$ cat config.mk
export PLATFORM = sky130hd
export DESIGN_NAME = turn_sequencer_flat
export DESIGN_NICKNAME = d
export VERILOG_FILES = /design/src/rtl/turn_sequencer_if.sv /design/src/rtl/turn_sequencer.sv /design/src/flat_wrapper.sv
export SDC_FILE = /design/constraint.sdc
export NUM_CORES = 1
export LEC_CHECK = 0
export CORE_ASPECT_RATIO = 1.25
export CORE_MARGIN = 2
export CORE_UTILIZATION = 45
export CTS_BUF_LIST = sky130_fd_sc_hd__clkbuf_16
export DETAILED_ROUTE_END_ITERATION = 7
export HOLD_SLACK_MARGIN = 0.12
export PLACE_DENSITY_LB_ADDON = 0.25
export SYNTH_ARGS = -nofsm -noshare
export SYNTH_HDL_FRONTEND = slang
export SYNTH_SLANG_ARGS = --single-unit
$ cat constraint.sdc
create_clock -name clk -period 6.8 [get_ports clk]
set_input_delay 1.36 -clock clk [delete_from_list [all_inputs] [get_ports clk]]
set_output_delay 1.36 -clock clk [all_outputs]
set_load 0.05 [all_outputs]
$ cat src/rtl/turn_sequencer_if.sv
// turn_sequencer_if
//   Bundles the button/switch inputs, the comparator result and every status
//   output of the round controller into one port.
//   slave  : the sequencer itself (consumes buttons, drives status)
//   master : whatever drives the buttons and observes the status
interface turn_sequencer_if #(
   parameter int NUM_CARDS = 9
);
   logic                 btn_start;
   logic                 btn_confirm;
   logic                 btn_abort;
   logic [NUM_CARDS-1:0] sw;
   logic [1:0]           match_result;
   logic [2:0]           state;
   logic                 cur_player;
   logic [NUM_CARDS-1:0] p1_card;
   logic [NUM_CARDS-1:0] p2_card;
   logic [3:0]           p1_hand;
   logic [3:0]           p2_hand;
   logic                 commit_pulse;
   logic                 err_pulse;
   logic                 score_pulse;
   logic [3:0]           round;
   logic [3:0]           p1_win;
   logic [3:0]           p2_win;
   logic [1:0]           game_result;

   modport slave (
      input  btn_start, btn_confirm, btn_abort, sw, match_result,
      output state, cur_player, p1_card, p2_card, p1_hand, p2_hand,
             commit_pulse, err_pulse, score_pulse, round, p1_win, p2_win,
             game_result
   );

   modport master (
      output btn_start, btn_confirm, btn_abort, sw, match_result,
      input  state, cur_player, p1_card, p2_card, p1_hand, p2_hand,
             commit_pulse, err_pulse, score_pulse, round, p1_win, p2_win,
             game_result
   );
endinterface

$ cat src/rtl/turn_sequencer.sv
// turn_sequencer
//   Round controller for the two-player black/white card game. Holds both
//   players' available-card masks, the cards played this round, the round and
//   win counters, sequences lead/follow turns, validates switch selections,
//   samples the comparator in RESOLVE and declares the game result.
// Ports
//   clk      : system clock, all state changes on posedge
//   reset_n  : synchronous active-low reset
//   bus      : turn_sequencer_if.slave -- buttons, switches, comparator
//              result in; state, masks, hands, pulses, counters, result out
module turn_sequencer #(
   parameter int NUM_CARDS  = 9,
   parameter int MAX_ROUNDS = 9,
   parameter int WIN_TARGET = 5
) (
   input  logic            clk,
   input  logic            reset_n,
   turn_sequencer_if.slave bus
);

   localparam logic [2:0] S_IDLE    = 3'd0;
   localparam logic [2:0] S_LEAD    = 3'd1;
   localparam logic [2:0] S_FOLLOW  = 3'd2;
   localparam logic [2:0] S_RESOLVE = 3'd3;
   localparam logic [2:0] S_SHOW    = 3'd4;
   localparam logic [2:0] S_DONE    = 3'd5;

   localparam logic [NUM_CARDS-1:0] FULL_MASK = '1;

   logic [2:0]           state_q,   state_d;
   logic                 cur_q,     cur_d;
   logic                 lead_q,    lead_d;
   logic [NUM_CARDS-1:0] p1_card_q, p1_card_d;
   logic [NUM_CARDS-1:0] p2_card_q, p2_card_d;
   logic [3:0]           p1_hand_q, p1_hand_d;
   logic [3:0]           p2_hand_q, p2_hand_d;
   logic [3:0]           round_q,   round_d;
   logic [3:0]           p1_win_q,  p1_win_d;
   logic [3:0]           p2_win_q,  p2_win_d;
   logic                 commit_q,  commit_d;
   logic                 err_q,     err_d;
   logic                 start_q, confirm_q, abort_q;

   logic                 start_rise, confirm_rise, abort_rise;
   logic [3:0]           sel_idx;
   logic                 sel_onehot;
   logic                 sel_ok;
   logic [NUM_CARDS-1:0] cur_mask;
   logic                 do_clear;
   logic                 game_over;

   assign start_rise   = bus.btn_start   & ~start_q;
   assign confirm_rise = bus.btn_confirm & ~confirm_q;
   assign abort_rise   = bus.btn_abort   & ~abort_q;

   // Selection decode: the index is only meaningful when the switches are
   // one-hot, which sel_ok guarantees before anything is latched.
   always_comb begin
      sel_idx = '0;
      for (int k = 0; k < NUM_CARDS; k++)
         if (bus.sw[k]) sel_idx = 4'(k);
   end

   assign sel_onehot = (bus.sw != '0) &&
                       ((bus.sw & (bus.sw - NUM_CARDS'(1))) == '0);
   assign cur_mask   = cur_q ? p2_card_q : p1_card_q;
   assign sel_ok     = sel_onehot && ((bus.sw & cur_mask) != '0);

   // Evaluated in SHOW, after RESOLVE has already bumped the counters.
   assign game_over  = (round_q == 4'(MAX_ROUNDS)) ||
                       (p1_win_q == 4'(WIN_TARGET)) ||
                       (p2_win_q == 4'(WIN_TARGET));

   always_comb begin
      state_d   = state_q;
      cur_d     = cur_q;
      lead_d    = lead_q;
      p1_card_d = p1_card_q;
      p2_card_d = p2_card_q;
      p1_hand_d = p1_hand_q;
      p2_hand_d = p2_hand_q;
      round_d   = round_q;
      p1_win_d  = p1_win_q;
      p2_win_d  = p2_win_q;
      commit_d  = 1'b0;
      err_d     = 1'b0;
      do_clear  = 1'b0;

      if (abort_rise) begin
         state_d  = S_IDLE;
         do_clear = 1'b1;
      end else begin
         case (state_q)
            S_IDLE: begin
               // IDLE keeps the game registers pinned at their fresh values;
               // cur_player leaves as P1 because lead is P1 here.
               do_clear = 1'b1;
               if (start_rise) state_d = S_LEAD;
            end
            S_LEAD, S_FOLLOW: begin
               if (confirm_rise) begin
                  if (sel_ok) begin
                     commit_d = 1'b1;
                     // sw is one-hot and inside the mask, so masking it off
                     // clears exactly the played card.
                     if (cur_q) begin
                        p2_card_d = p2_card_q & ~bus.sw;
                        p2_hand_d = sel_idx;
                     end else begin
                        p1_card_d = p1_card_q & ~bus.sw;
                        p1_hand_d = sel_idx;
                     end
                     if (state_q == S_LEAD) begin
                        state_d = S_FOLLOW;
                        cur_d   = ~cur_q;
                     end else begin
                        state_d = S_RESOLVE;
                     end
                  end else begin
                     err_d = 1'b1;
                  end
               end
            end
            S_RESOLVE: begin
               round_d = round_q + 4'd1;
               if (bus.match_result == 2'b01) begin
                  p1_win_d = p1_win_q + 4'd1;
                  lead_d   = 1'b0;
               end else if (bus.match_result == 2'b10) begin
                  p2_win_d = p2_win_q + 4'd1;
                  lead_d   = 1'b1;
               end
               state_d = S_SHOW;
            end
            S_SHOW: begin
               if (confirm_rise) begin
                  if (game_over) begin
                     state_d = S_DONE;
                  end else begin
                     state_d = S_LEAD;
                     cur_d   = lead_q;
                  end
               end
            end
            S_DONE: begin
               if (start_rise) begin
                  state_d  = S_IDLE;
                  do_clear = 1'b1;
               end
            end
            default: begin
               state_d  = S_IDLE;
               do_clear = 1'b1;
            end
         endcase
      end

      if (do_clear) begin
         cur_d     = 1'b0;
         lead_d    = 1'b0;
         p1_card_d = FULL_MASK;
         p2_card_d = FULL_MASK;
         p1_hand_d = '0;
         p2_hand_d = '0;
         round_d   = '0;
         p1_win_d  = '0;
         p2_win_d  = '0;
      end
   end

   always_ff @(posedge clk) begin
      if (!reset_n) begin
         state_q   <= S_IDLE;
         cur_q     <= 1'b0;
         lead_q    <= 1'b0;
         p1_card_q <= FULL_MASK;
         p2_card_q <= FULL_MASK;
         p1_hand_q <= '0;
         p2_hand_q <= '0;
         round_q   <= '0;
         p1_win_q  <= '0;
         p2_win_q  <= '0;
         commit_q  <= 1'b0;
         err_q     <= 1'b0;
         start_q   <= 1'b0;
         confirm_q <= 1'b0;
         abort_q   <= 1'b0;
      end else begin
         state_q   <= state_d;
         cur_q     <= cur_d;
         lead_q    <= lead_d;
         p1_card_q <= p1_card_d;
         p2_card_q <= p2_card_d;
         p1_hand_q <= p1_hand_d;
         p2_hand_q <= p2_hand_d;
         round_q   <= round_d;
         p1_win_q  <= p1_win_d;
         p2_win_q  <= p2_win_d;
         commit_q  <= commit_d;
         err_q     <= err_d;
         start_q   <= bus.btn_start;
         confirm_q <= bus.btn_confirm;
         abort_q   <= bus.btn_abort;
      end
   end

   assign bus.state        = state_q;
   assign bus.cur_player   = cur_q;
   assign bus.p1_card      = p1_card_q;
   assign bus.p2_card      = p2_card_q;
   assign bus.p1_hand      = p1_hand_q;
   assign bus.p2_hand      = p2_hand_q;
   assign bus.commit_pulse = commit_q;
   assign bus.err_pulse    = err_q;
   // RESOLVE lasts exactly one cycle, so this is a single-cycle pulse.
   assign bus.score_pulse  = (state_q == S_RESOLVE);
   assign bus.round        = round_q;
   assign bus.p1_win       = p1_win_q;
   assign bus.p2_win       = p2_win_q;
   assign bus.game_result  = (state_q != S_DONE)    ? 2'b00 :
                             (p1_win_q > p2_win_q)  ? 2'b01 :
                             (p1_win_q < p2_win_q)  ? 2'b10 : 2'b11;

endmodule
$ cat src/flat_wrapper.sv
// flat-port wrapper written by rule: the top's interface ports become plain ports
module turn_sequencer_flat 
#(
   parameter int NUM_CARDS  = 9,
   parameter int MAX_ROUNDS = 9,
   parameter int WIN_TARGET = 5
)
  (clk, reset_n, bus_btn_start, bus_btn_confirm, bus_btn_abort, bus_sw, bus_match_result, bus_state, bus_cur_player, bus_p1_card, bus_p2_card, bus_p1_hand, bus_p2_hand, bus_commit_pulse, bus_err_pulse, bus_score_pulse, bus_round, bus_p1_win, bus_p2_win, bus_game_result);
  turn_sequencer_if #(.NUM_CARDS(NUM_CARDS)) bus_i ();
  input  logic clk;
  input  logic reset_n;
  input wire logic [$bits(bus_i.btn_start)-1:0] bus_btn_start;
  input wire logic [$bits(bus_i.btn_confirm)-1:0] bus_btn_confirm;
  input wire logic [$bits(bus_i.btn_abort)-1:0] bus_btn_abort;
  input wire logic [$bits(bus_i.sw)-1:0] bus_sw;
  input wire logic [$bits(bus_i.match_result)-1:0] bus_match_result;
  output wire logic [$bits(bus_i.state)-1:0] bus_state;
  output wire logic [$bits(bus_i.cur_player)-1:0] bus_cur_player;
  output wire logic [$bits(bus_i.p1_card)-1:0] bus_p1_card;
  output wire logic [$bits(bus_i.p2_card)-1:0] bus_p2_card;
  output wire logic [$bits(bus_i.p1_hand)-1:0] bus_p1_hand;
  output wire logic [$bits(bus_i.p2_hand)-1:0] bus_p2_hand;
  output wire logic [$bits(bus_i.commit_pulse)-1:0] bus_commit_pulse;
  output wire logic [$bits(bus_i.err_pulse)-1:0] bus_err_pulse;
  output wire logic [$bits(bus_i.score_pulse)-1:0] bus_score_pulse;
  output wire logic [$bits(bus_i.round)-1:0] bus_round;
  output wire logic [$bits(bus_i.p1_win)-1:0] bus_p1_win;
  output wire logic [$bits(bus_i.p2_win)-1:0] bus_p2_win;
  output wire logic [$bits(bus_i.game_result)-1:0] bus_game_result;
  assign bus_i.btn_start = bus_btn_start;
  assign bus_i.btn_confirm = bus_btn_confirm;
  assign bus_i.btn_abort = bus_btn_abort;
  assign bus_i.sw = bus_sw;
  assign bus_i.match_result = bus_match_result;
  assign bus_state = bus_i.state;
  assign bus_cur_player = bus_i.cur_player;
  assign bus_p1_card = bus_i.p1_card;
  assign bus_p2_card = bus_i.p2_card;
  assign bus_p1_hand = bus_i.p1_hand;
  assign bus_p2_hand = bus_i.p2_hand;
  assign bus_commit_pulse = bus_i.commit_pulse;
  assign bus_err_pulse = bus_i.err_pulse;
  assign bus_score_pulse = bus_i.score_pulse;
  assign bus_round = bus_i.round;
  assign bus_p1_win = bus_i.p1_win;
  assign bus_p2_win = bus_i.p2_win;
  assign bus_game_result = bus_i.game_result;
  turn_sequencer #(.NUM_CARDS(NUM_CARDS), .MAX_ROUNDS(MAX_ROUNDS), .WIN_TARGET(WIN_TARGET)) u_core (.clk(clk), .reset_n(reset_n), .bus(bus_i));
endmodule
# Yosys cells after proc, flatten, opt, wreduce, memory -nomap -nowiden
# Index checks and enable logic that the tools add are counted.
# op_classes
n_reduce_logical	23
add_sub_neg	4
bitwise_logic	17
muxes	33
n_eq_ne	18
n_lt_le_gt_ge	2
# op_table
cell	count
9-bit AND	4
3-bit two-way mux	10
9-bit nonzero test	2
3-bit case mux with 5 select lines	1
5-bit AND reduction	3
1-bit two-way mux	14
4-bit by 1-bit adder with 4-bit output, second input constant	3
2-bit by 1-bit inequality test with 1-bit output, second input constant	6
9-bit zero test	1
9-bit two-way mux	1
1-bit NOT	9
9-bit NOT	1
9-bit by 1-bit subtractor with 9-bit output, second input constant	1
4-bit by 3-bit equality test with 1-bit output, second input constant	2
2-bit two-way mux	4
4-bit OR reduction	2
7-bit AND reduction	1
3-bit by 2-bit equality test with 1-bit output, second input constant	2
3-bit equality test, second input constant	2
3-bit AND reduction	2
2-bit OR reduction	3
4-bit equality test, second input constant	1
4-bit > comparator	1
4-bit < comparator	1
other kinds (14)	20
# word_totals
out_inout_bits	47
ff_bits	48
input_bits	16
elab_cells	112

# Depth between registers and ports, before layout
# Gate-level depths: netlist of the first run.
# depth
depth_word	8
depth_mapped	8
mapped_depth_nobuf	8

# Worst setup path after synthesis of the first run
# No wires, ideal clock.
# synth_timing
path_type	input-to-reg
start	input port bus_sw[3]
end	register u_core.p1_card_q[8], in the netlist u_core.bus.p1_card[8]
required_ns	6.662
setup_time_ns	0.138
slack_ns	3.136
path_buffers	2
cell_stages	7
t_arrival_ns	3.526
path_cell_list	buf_6 -> or4_4 -> or4_4 -> a31o_4 -> a2111oi_4 -> buf_6 -> a31oi_1
# synth_via
elab_chain_cells	6
word_cells_on_any_way	9
cone_classes	add/sub (1); bitwise (2); reduce/logical (6)
# synth_lines
item	line	rtl
from (decl)	flat_wrapper.sv:15	input wire logic [$bits(bus_i.sw)-1:0] bus_sw;
9-bit by 1-bit subtractor with 9-bit output	turn_sequencer.sv:65	((bus.sw & (bus.sw - NUM_CARDS'(1))) == '0);
9-bit AND	turn_sequencer.sv:65	
9-bit zero test	turn_sequencer.sv:65	
1-bit logical AND	turn_sequencer.sv:64	assign sel_onehot = (bus.sw != '0) &&
1-bit logical AND *	turn_sequencer.sv:67	assign sel_ok = sel_onehot && ((bus.sw & cur_mask) != '0);
5-bit AND reduction (no source line) *	-	
to (signal assigned)	turn_sequencer.sv:192	p1_card_q <= p1_card_d;
to (decl)	turn_sequencer.sv:33	logic [NUM_CARDS-1:0] p1_card_q, p1_card_d;
# Every way passes the cells marked *; elsewhere a longest branch is shown, timed or not.
# A chain may end at the register's enable or synchronous reset.

# Worst setup path in the final report of the first run
# Ends and elaborated chain as after synthesis.

==> impl_metrics.toml, run 1 <==
[placed_design]
port_buffers = 62
placed_cells = 395
gp_congestion = 0.745
post-dp-hpwl_um = 4120
placed_cell_area_um2 = 3120

[setup_path]
crit_path_start_kind = "input port"
r2r_end = "u_core.bus.state[0]"
path_common_cell = "or4_4"
critPathRequiredTime_ns = 6.93
path_cells = "clkdlybuf4s50_1, or4_4, or4_4, a31o_4, a2111oi_4, a31oi_1"
path_class = "in2reg"
cp_slowest_cell = "a2111oi_4"
crit_arrival_ns = 4.36
end_kind = "register"
reg2reg_depth = 6
crit_family = "compound AO/OA/AOI/OAI gates"
critPathBufInv = 1
max_stage_delay_ns = 0.88
worstPathMaxFanout = 15
timing.rr.start = "u_core.bus.cur_player"
r2r_slack_ns = 3.90

[global_routing]
antenna_found_initial = 0
grt_max_degree = 34
grt_use_met3_pct = 3.59
gr-usage-met2_pct = 33.8
grt.total_usage_pct = 19.2
overflow = 0
grt_pass1_vias = 1977
grt_pass1_wl_um = 9400
met1_usage_pct = 22.9
grt-busiest-layer = "met2"

[sta]
rsz0062_at_grt = "false"
drv_slew = 0
maxSlewHeadroom_pct = 29.4
hold_ws_ns = 0.453
max_freq_mhz = 236
setup_tns_ns = 0
finalCriticalPeriod_ns = 4.23
finClkSkew_ns = 0.00421
tightest_slew_ns = 1.06
hold_viol_final = 0
setup_violations = 0
min_period_over_period_pct = 62.2

[pwr]
ir_worst_vdd_mv = 0.206
p_per_area_nw_per_um2 = 185
leakage_uw = 0.00113

[clocking]
cts_root_buf = "clkbuf_16"
cts_resized = 0
clock_path_buffers = 2
cts_max_level = 2
insertion_delay_ns = 0.29
ctsHoldBuffers = 0
cts_buffers = 5
post-cts-setup-buffers = 0
clk_pin_slew_ns = 0.06
cts_tree = "done"
clock_sinks = 48

[routing]
drtPass1Iterations = 4
drcViolationCount = 0
vias = 2195
vias_per_cell = 5.45
wirelength_um = 5780
antenna_left = 0
drt_iter0_markers = 126
wl_per_cell_um = 14.3

[finish]
nNetsFinal = 366
n_antenna_cell = 0
design_area_um2 = 3280
synthToLayoutAreaGrowth_pct = 32.4
drive_above_1_share_pct = 5.60
stdcell_count = 403

[floorplanning]
start_util_pct = 46.2
pin_count = 63
rows = 30
die_area_um2 = 6120
core_area_um2 = 5370
die_y_um = 87.0
die_w_um = 70.4

[yosys]
ys_top_cells_by_area = "dfxtp_1, ha_1, nor2_1, a31oi_1, mux2i_1"
yosysSeqAreaShare_pct = 38.8
ys_ff_latch = 48
yosysWarnings = 0
syn_inst = 284
synth_cell_types = 48
yosysTopAreaCellShare_pct = 38.8
ys.flop_type = "dfxtp_1"
synth_area_um2 = 2480
yosysTopAreaCell = "dfxtp_1"
synth_edf_count = 0
synth_nets = 312
synth_common_cells = "dfxtp_1, nor2_1, nand2_1, a31oi_1, inv_1"
avgSynthCellArea_um2 = 8.72
yosysMostFrequentCell = "dfxtp_1"
async_flop_share_pct = 0

[outcome]
status = "finished, final reports clean"

[hold_path]
holdCritStartpoint = "u_core.bus.p1_hand[3]"
holdPathEnd = "u_core.bus.p1_hand[3]"
hp-class = "reg2reg"
min_path_cells = 2

[flow_run]
drv_cap = 0
[layer usage]
layer / up-vias / wire length [µm]
met1: 1018 / 2490
met4: 0 / 114
met2: 50 / 2980
met5: - / 0
li1: 1117 / -
met3: 10 / 202
[worst max path at each step]
stage                    from                    end  slack, ns  cells past startpoint
global placement    bus_sw[3]  u_core.bus.p2_card[7]       2.29                      6
CTS                 bus_sw[3]  u_core.bus.p2_hand[1]       2.52                      6
finish              bus_sw[3]  u_core.bus.p1_card[8]       2.57                      6
global route        bus_sw[3]  u_core.bus.p2_hand[1]       2.43                      6
detailed placement  bus_sw[3]  u_core.bus.p2_card[3]       2.24                      6
floorplan           bus_sw[3]  u_core.bus.p1_card[8]       3.14                      7
[kinds of logic after synthesis]
kind of cell             after synthesis  share of synthesized area [%]
XOR/XNOR                               9                           3.18
multiplexers                          14                           5.91
flip-flops                            48                           38.8
AND/OR/NAND/NOR                      107                           21.4
AO/OA/AOI/OAI                         62                           18.6
adder cells (fa/ha/maj)               13                           6.46
buffers and inverters                 31                           5.61
[power by group]
part           switching, µW  internal (µW)  total, µW
Combinational           29.6           19.8       49.5
Clock                    101            171        273
Sequential              1.90            283        285
Total                    133            474        607
[sequential cells by signal, indices dropped and copies added (netlist names)]
register                 flops
u_core.bus.round             4
u_core.start_q               1
u_core.bus.p2_card           9
u_core.confirm_q             1
u_core.bus.p1_win            4
u_core.bus.p2_win            4
u_core.bus.commit_pulse      1
u_core.bus.p1_hand           4
u_core.bus.state             3
u_core.bus.err_pulse         1
u_core.bus.p1_card           9
u_core.abort_q               1
u_core.lead_q                1
u_core.bus.cur_player        1
u_core.bus.p2_hand           4
[per-stage QoR]
| stage | utilization, % | total power, µW | setup WS [ns] |
|---|---|---|---|
| after detailed placement | 58.0 | 340 | 2.24 |
| after CTS | 61.1 | 613 | 2.52 |
| after global placement | 58.0 | 339 | 2.29 |
| after floorplan | - | 321 | 3.14 |
| final | 61.1 | 607 | 2.57 |
| after global routing | 61.1 | 629 | 2.43 |
[cell type report]
class / count / area (µm²)
fillers: 497 / 2090
clock buffers: 5 / 125
multi-input cells: 205 / 1390
flip-flops and latches: 48 / 961
repair buffers: 63 / 628
inverters: 15 / 56.3
clock inverters: 3 / 38.8
well taps: 64 / 80.1
[layout by cell type, fill, tap and decap left out, types with 3 or more instances in the layout]
cell,Yosys,routed
xor2_1,4,4
nor2_1,40,40
dfxtp_1,48,48
o21ai_0,3,3
nand3_1,9,9
mux2_2,3,3
or3_1,3,3
clkdlybuf4s50_1,0,62
xnor2_1,5,5
o22ai_1,4,4
inv_1,14,15
mux2i_1,9,9
nand2_1,22,22
nor2b_1,5,5
nand2b_1,8,8
o21ai_1,4,4
clkbuf_16,0,5
nand4_1,3,3
and2_1,3,3
ha_1,12,12
a31oi_1,21,21
a21oi_1,11,11
nor3_1,5,5
[worst min-delay path, stage by stage, from the launching register on]
cell	delay [ns]
dfxtp_1	0.31
nand2_1	0.05
o21ai_1	0.05
Note: power is estimated with default switching activity, not from simulation.
==> run 2, diff against run 1 <==
Settings changed: CORE_UTILIZATION 45 to 44.
Clock period 6.8 ns to 3.64 ns, I/O delays scaled along.
==> impl_metrics.toml, run 2 (synthesis gave the netlist of run 1 again) <==
[global_routing]
antenna_found_initial = 0
grt.total_usage_pct = 19.8
met1_usage_pct = 23.2
grt_pass1_vias = 2184
grt-busiest-layer = "met2"
overflow = 0
grt_max_degree = 24
grt_use_met3_pct = 3.22
gr-usage-met2_pct = 35.6
grt_pass1_wl_um = 9910

[clocking]
cts_root_buf = "clkbuf_16"
ctsHoldBuffers = 0
clk_pin_slew_ns = 0.06
clock_path_buffers = 2
cts_buffers = 5
post-cts-setup-buffers = 0
cts_max_level = 2
cts_tree = "done"
insertion_delay_ns = 0.29
cts_resized = 0
clock_sinks = 48

[sta]
hold_viol_final = 0
maxSlewHeadroom_pct = 47.1
drv_slew = 0
rsz0062_at_grt = "false"
finClkSkew_ns = 0.00531
setup_tns_ns = 0
min_period_over_period_pct = 91.3
max_freq_mhz = 301
setup_violations = 0
tightest_slew_ns = 0.793
finalCriticalPeriod_ns = 3.32

[pwr]
leakage_uw = 0.00116
ir_worst_vdd_mv = 0.199
p_per_area_nw_per_um2 = 321

[setup_path]
path_class = "reg2out"
crit_arrival_ns = 2.59
timing.rr.start = "u_core.bus.cur_player"
startpoint = "u_core.bus.p2_win[1]"
endpoint = "bus_game_result[1]"
r2r_slack_ns = 0.78
worstPathMaxFanout = 5
reg2reg_depth = 6
end_kind = "output port"
r2r_end = "u_core.bus.state[0]"
crit_path_start_kind = "register"
critPathRequiredTime_ns = 2.91

[floorplanning]
pin_count = 63
start_util_pct = 45.5
core_area_um2 = 5440
rows = 30
die_area_um2 = 6250
die_w_um = 71.1
die_y_um = 87.9

[flow_run]
drv_cap = 0

[routing]
vias = 2243
wirelength_um = 5850
vias_per_cell = 5.44
wl_per_cell_um = 14.2
drcViolationCount = 0
drt_iter0_markers = 105
antenna_left = 0
drtPass1Iterations = 6

[finish]
stdcell_count = 412
final_cell_mix = "clkdlybuf4s50_1, dfxtp_1, nor2_1, nand2_1, a31oi_1"
synthToLayoutAreaGrowth_pct = 34.1
nNetsFinal = 375
n_antenna_cell = 0
drive_above_1_share_pct = 7.76
nFillCells = 477
layout.cells.most_common = "clkdlybuf4s50_1"

[outcome]
status = "finished, final reports clean"

[placed_design]
gp_congestion = 0.778
post-dp-hpwl_um = 4270
placed_cells = 404
port_buffers = 62

[hold_path]
hp-class = "reg2reg"
[run 2: changes by cell type in the layout (fill, tap and decap cells not counted), sizes merged]
| cell | previous run | this run |
|---|---|---|
| clkinvlp | 0 | 1 |
| buf | 1 | 10 |
| bufinv | 1 | 0 |
[run 2: critical path, stage by stage, from the launching register on]
cell,delay (ns)
dfxtp_1,0.39
inv_1,0.09
ha_1,0.31
nor2b_1,0.13
o21ai_0,0.14
nand2b_1,0.07
a21oi_1,0.20
a41oi_1,0.07
nor2_1,0.10
clkdlybuf4s50_1,0.80
[run 2: cell type report]
class / instances / area [µm²] / share of cell area [%]
Clock buffer: 5 / 125 / 3.77
Clock inverter: 3 / 15.0 / 0.452
Inverter: 15 / 56.3 / 1.69
Multi-Input combinational cell: 205 / 1390 / 41.8
Sequential cell: 48 / 961 / 28.9
Tap cell: 64 / 80.1 / 2.41
Timing Repair Buffer: 72 / 696 / 20.9
[run 2: layer usage]
layer	vias up	wire [µm]
met1	1049	2490
li1	1127	-
met3	12	224
met2	55	2990
met5	-	0
met4	0	137
[run 2: metrics by stage]
stage               worst slack [ns]  cell area (µm²)  power (µW)  utilization, %  hold WS (ns)
finish                         0.317             3320        1070            61.1         0.446
global route                   0.105             3320        1100            61.1         0.487
CTS                            0.327             3320        1070            61.1         0.449
detailed placement             0.228             3180         640            58.5         0.441
global placement               0.270             3180         639            58.5         0.437
floorplan                      0.608             2480         599               -         0.500
[run 2: where the power goes]
part	internal [µW]	switching, µW	leakage [µW]
registers	528	3.55	0.000388
logic	40.4	55.8	0.000701
clock network	250	188	0.0000687
total	818	247	0.00116
[run 2: how the worst min path moves through the flow]
stage                                from               endpoint  depth (start not counted)
floorplan                   u_core.lead_q          u_core.lead_q                          2
global placement    u_core.bus.p1_hand[3]  u_core.bus.p1_hand[3]                          2
detailed placement  u_core.bus.p1_hand[3]  u_core.bus.p1_hand[3]                          2
CTS                 u_core.bus.p1_hand[3]  u_core.bus.p1_hand[3]                          2
global route        u_core.bus.p1_hand[1]  u_core.bus.p1_hand[1]                          2
finish              u_core.bus.p1_hand[3]  u_core.bus.p1_hand[3]                          2
==> run 3, diff against run 2 <==
Settings changed: CAP_MARGIN set to 30, CORE_UTILIZATION 44 to 45.
Clock period 3.64 ns to 3.7 ns, I/O delays scaled along.
==> impl_metrics.toml, run 3 (synthesis gave the netlist of run 1 again) <==
[floorplanning]
start_util_pct = 46.2
pin_count = 63
die_area_um2 = 6120
die_y_um = 87.0
core_area_um2 = 5370
rows = 30
die_w_um = 70.4

[routing]
drtPass1Iterations = 4
wirelength_um = 5760
wl_per_cell_um = 14.0
antenna_left = 0
vias_per_cell = 5.48
drcViolationCount = 0
drt_iter0_markers = 124
vias = 2256

[sta]
drv_slew = 0
max_freq_mhz = 302
finalCriticalPeriod_ns = 3.31
setup_violations = 0
setup_tns_ns = 0
hold_ws_ns = 0.453
min_period_over_period_pct = 89.6
tightest_slew_ns = 0.787
maxSlewHeadroom_pct = 47.4
hold_viol_final = 0
rsz0062_at_grt = "false"
finClkSkew_ns = 0.00437

[outcome]
status = "finished, final reports clean"

[global_routing]
grt_max_degree = 22
overflow = 0
grt_pass1_vias = 2051
grt_pass1_wl_um = 9470
grt.total_usage_pct = 19.0
antenna_found_initial = 0

[clocking]
clock_path_buffers = 2
clock_sinks = 48
cts_resized = 0
cts_root_buf = "clkbuf_16"
cts_buffers = 5
ctsHoldBuffers = 0
cts_tree = "done"
cts_max_level = 2
insertion_delay_ns = 0.29
post-cts-setup-buffers = 0
clk_pin_slew_ns = 0.07

[finish]
drive_above_1_share_pct = 8.33
nNetsFinal = 375
n_antenna_cell = 0
layout.cells.most_common = "clkdlybuf4s50_1"
stdcell_count = 412
synthToLayoutAreaGrowth_pct = 35.8
final_cell_mix = "clkdlybuf4s50_1, dfxtp_1, nor2_1, nand2_1, a31oi_1"
design_area_um2 = 3360

[placed_design]
port_buffers = 62
post-dp-hpwl_um = 4210
placed_cells = 404
placed_cell_area_um2 = 3200
gp_congestion = 0.803

[flow_run]
drv_cap = 0

[setup_path]
critPathRequiredTime_ns = 2.96
worstPathMaxFanout = 5
end_kind = "output port"
crit_arrival_ns = 2.57
crit_path_start_kind = "register"
path_cells = "inv_1, ha_1, nor2b_1, o21ai_0, nand2b_1, a21oi_1, a41oi_1, nor2_1, clkdlybuf4s50_1"
path_class = "reg2out"
max_stage_delay_ns = 0.80
cp_slowest_cell = "clkdlybuf4s50_1"

[pwr]
ir_worst_vdd_mv = 0.242
total_power_uw = 1130
leakage_uw = 0.00117
p_per_area_nw_per_um2 = 336

[hold_path]
hp-class = "reg2reg"
## run 3: changes by cell type in the layout (fill, tap and decap cells not counted), sizes merged
cell,delta
bufinv,+1
inv,-1
## run 3: final cells by class
| cell class | count | area [µm²] |
|---|---|---|
| flip-flops and latches | 48 | 961 |
| repair buffers | 72 | 708 |
| clock buffers | 5 | 125 |
| clock inverters | 3 | 42.5 |
| inverters | 15 | 56.3 |
| fillers | 473 | 2000 |
| multi-input cells | 205 | 1390 |
| well taps | 64 | 80.1 |
## run 3: report_power, final
part / internal (µW) / switching [µW]
registers: 520 / 3.63
logic: 39.8 / 55.1
clock network: 317 / 194
## run 3: routing by layer
metal | vias up | global-route usage [%] | part of all wire, %
met3 | 12 | 3.70 | 4.2
met2 | 54 | 33.0 | 51
met4 | 0 | 6.99 | 1.8
met1 | 1062 | 23.4 | 43
met5 | - | 0 | 0
li1 | 1128 | - | -
## run 3: worst paths after layout
kind                                             from                     to  slack [ns]  cells past startpoint
worst max-delay path             u_core.bus.p2_win[1]     bus_game_result[1]        0.39                      9
worst max register to register  u_core.bus.cur_player    u_core.bus.state[0]        0.81                      6
worst min-delay path            u_core.bus.p1_hand[3]  u_core.bus.p1_hand[3]        0.45                      2
worst min register to register  u_core.bus.p1_hand[3]  u_core.bus.p1_hand[3]        0.45                      2
## run 3: per-stage QoR
step,worst slack (ns),util (%)
after floorplan,0.656,-
after global placement,0.321,59.5
after detailed placement,0.287,59.5
after CTS,0.371,62.7
after global routing,0.184,62.7
final,0.386,62.7
## run 3: worst max-delay path: cells and delay by family (launching register included)
family / cells / cell delay [ns]
flip-flops: 1 / 0.41
AO/OA/AOI/OAI: 3 / 0.39
adder cells (fa/ha/maj): 1 / 0.31
buffers and inverters: 2 / 0.89
AND/OR/NAND/NOR: 3 / 0.29
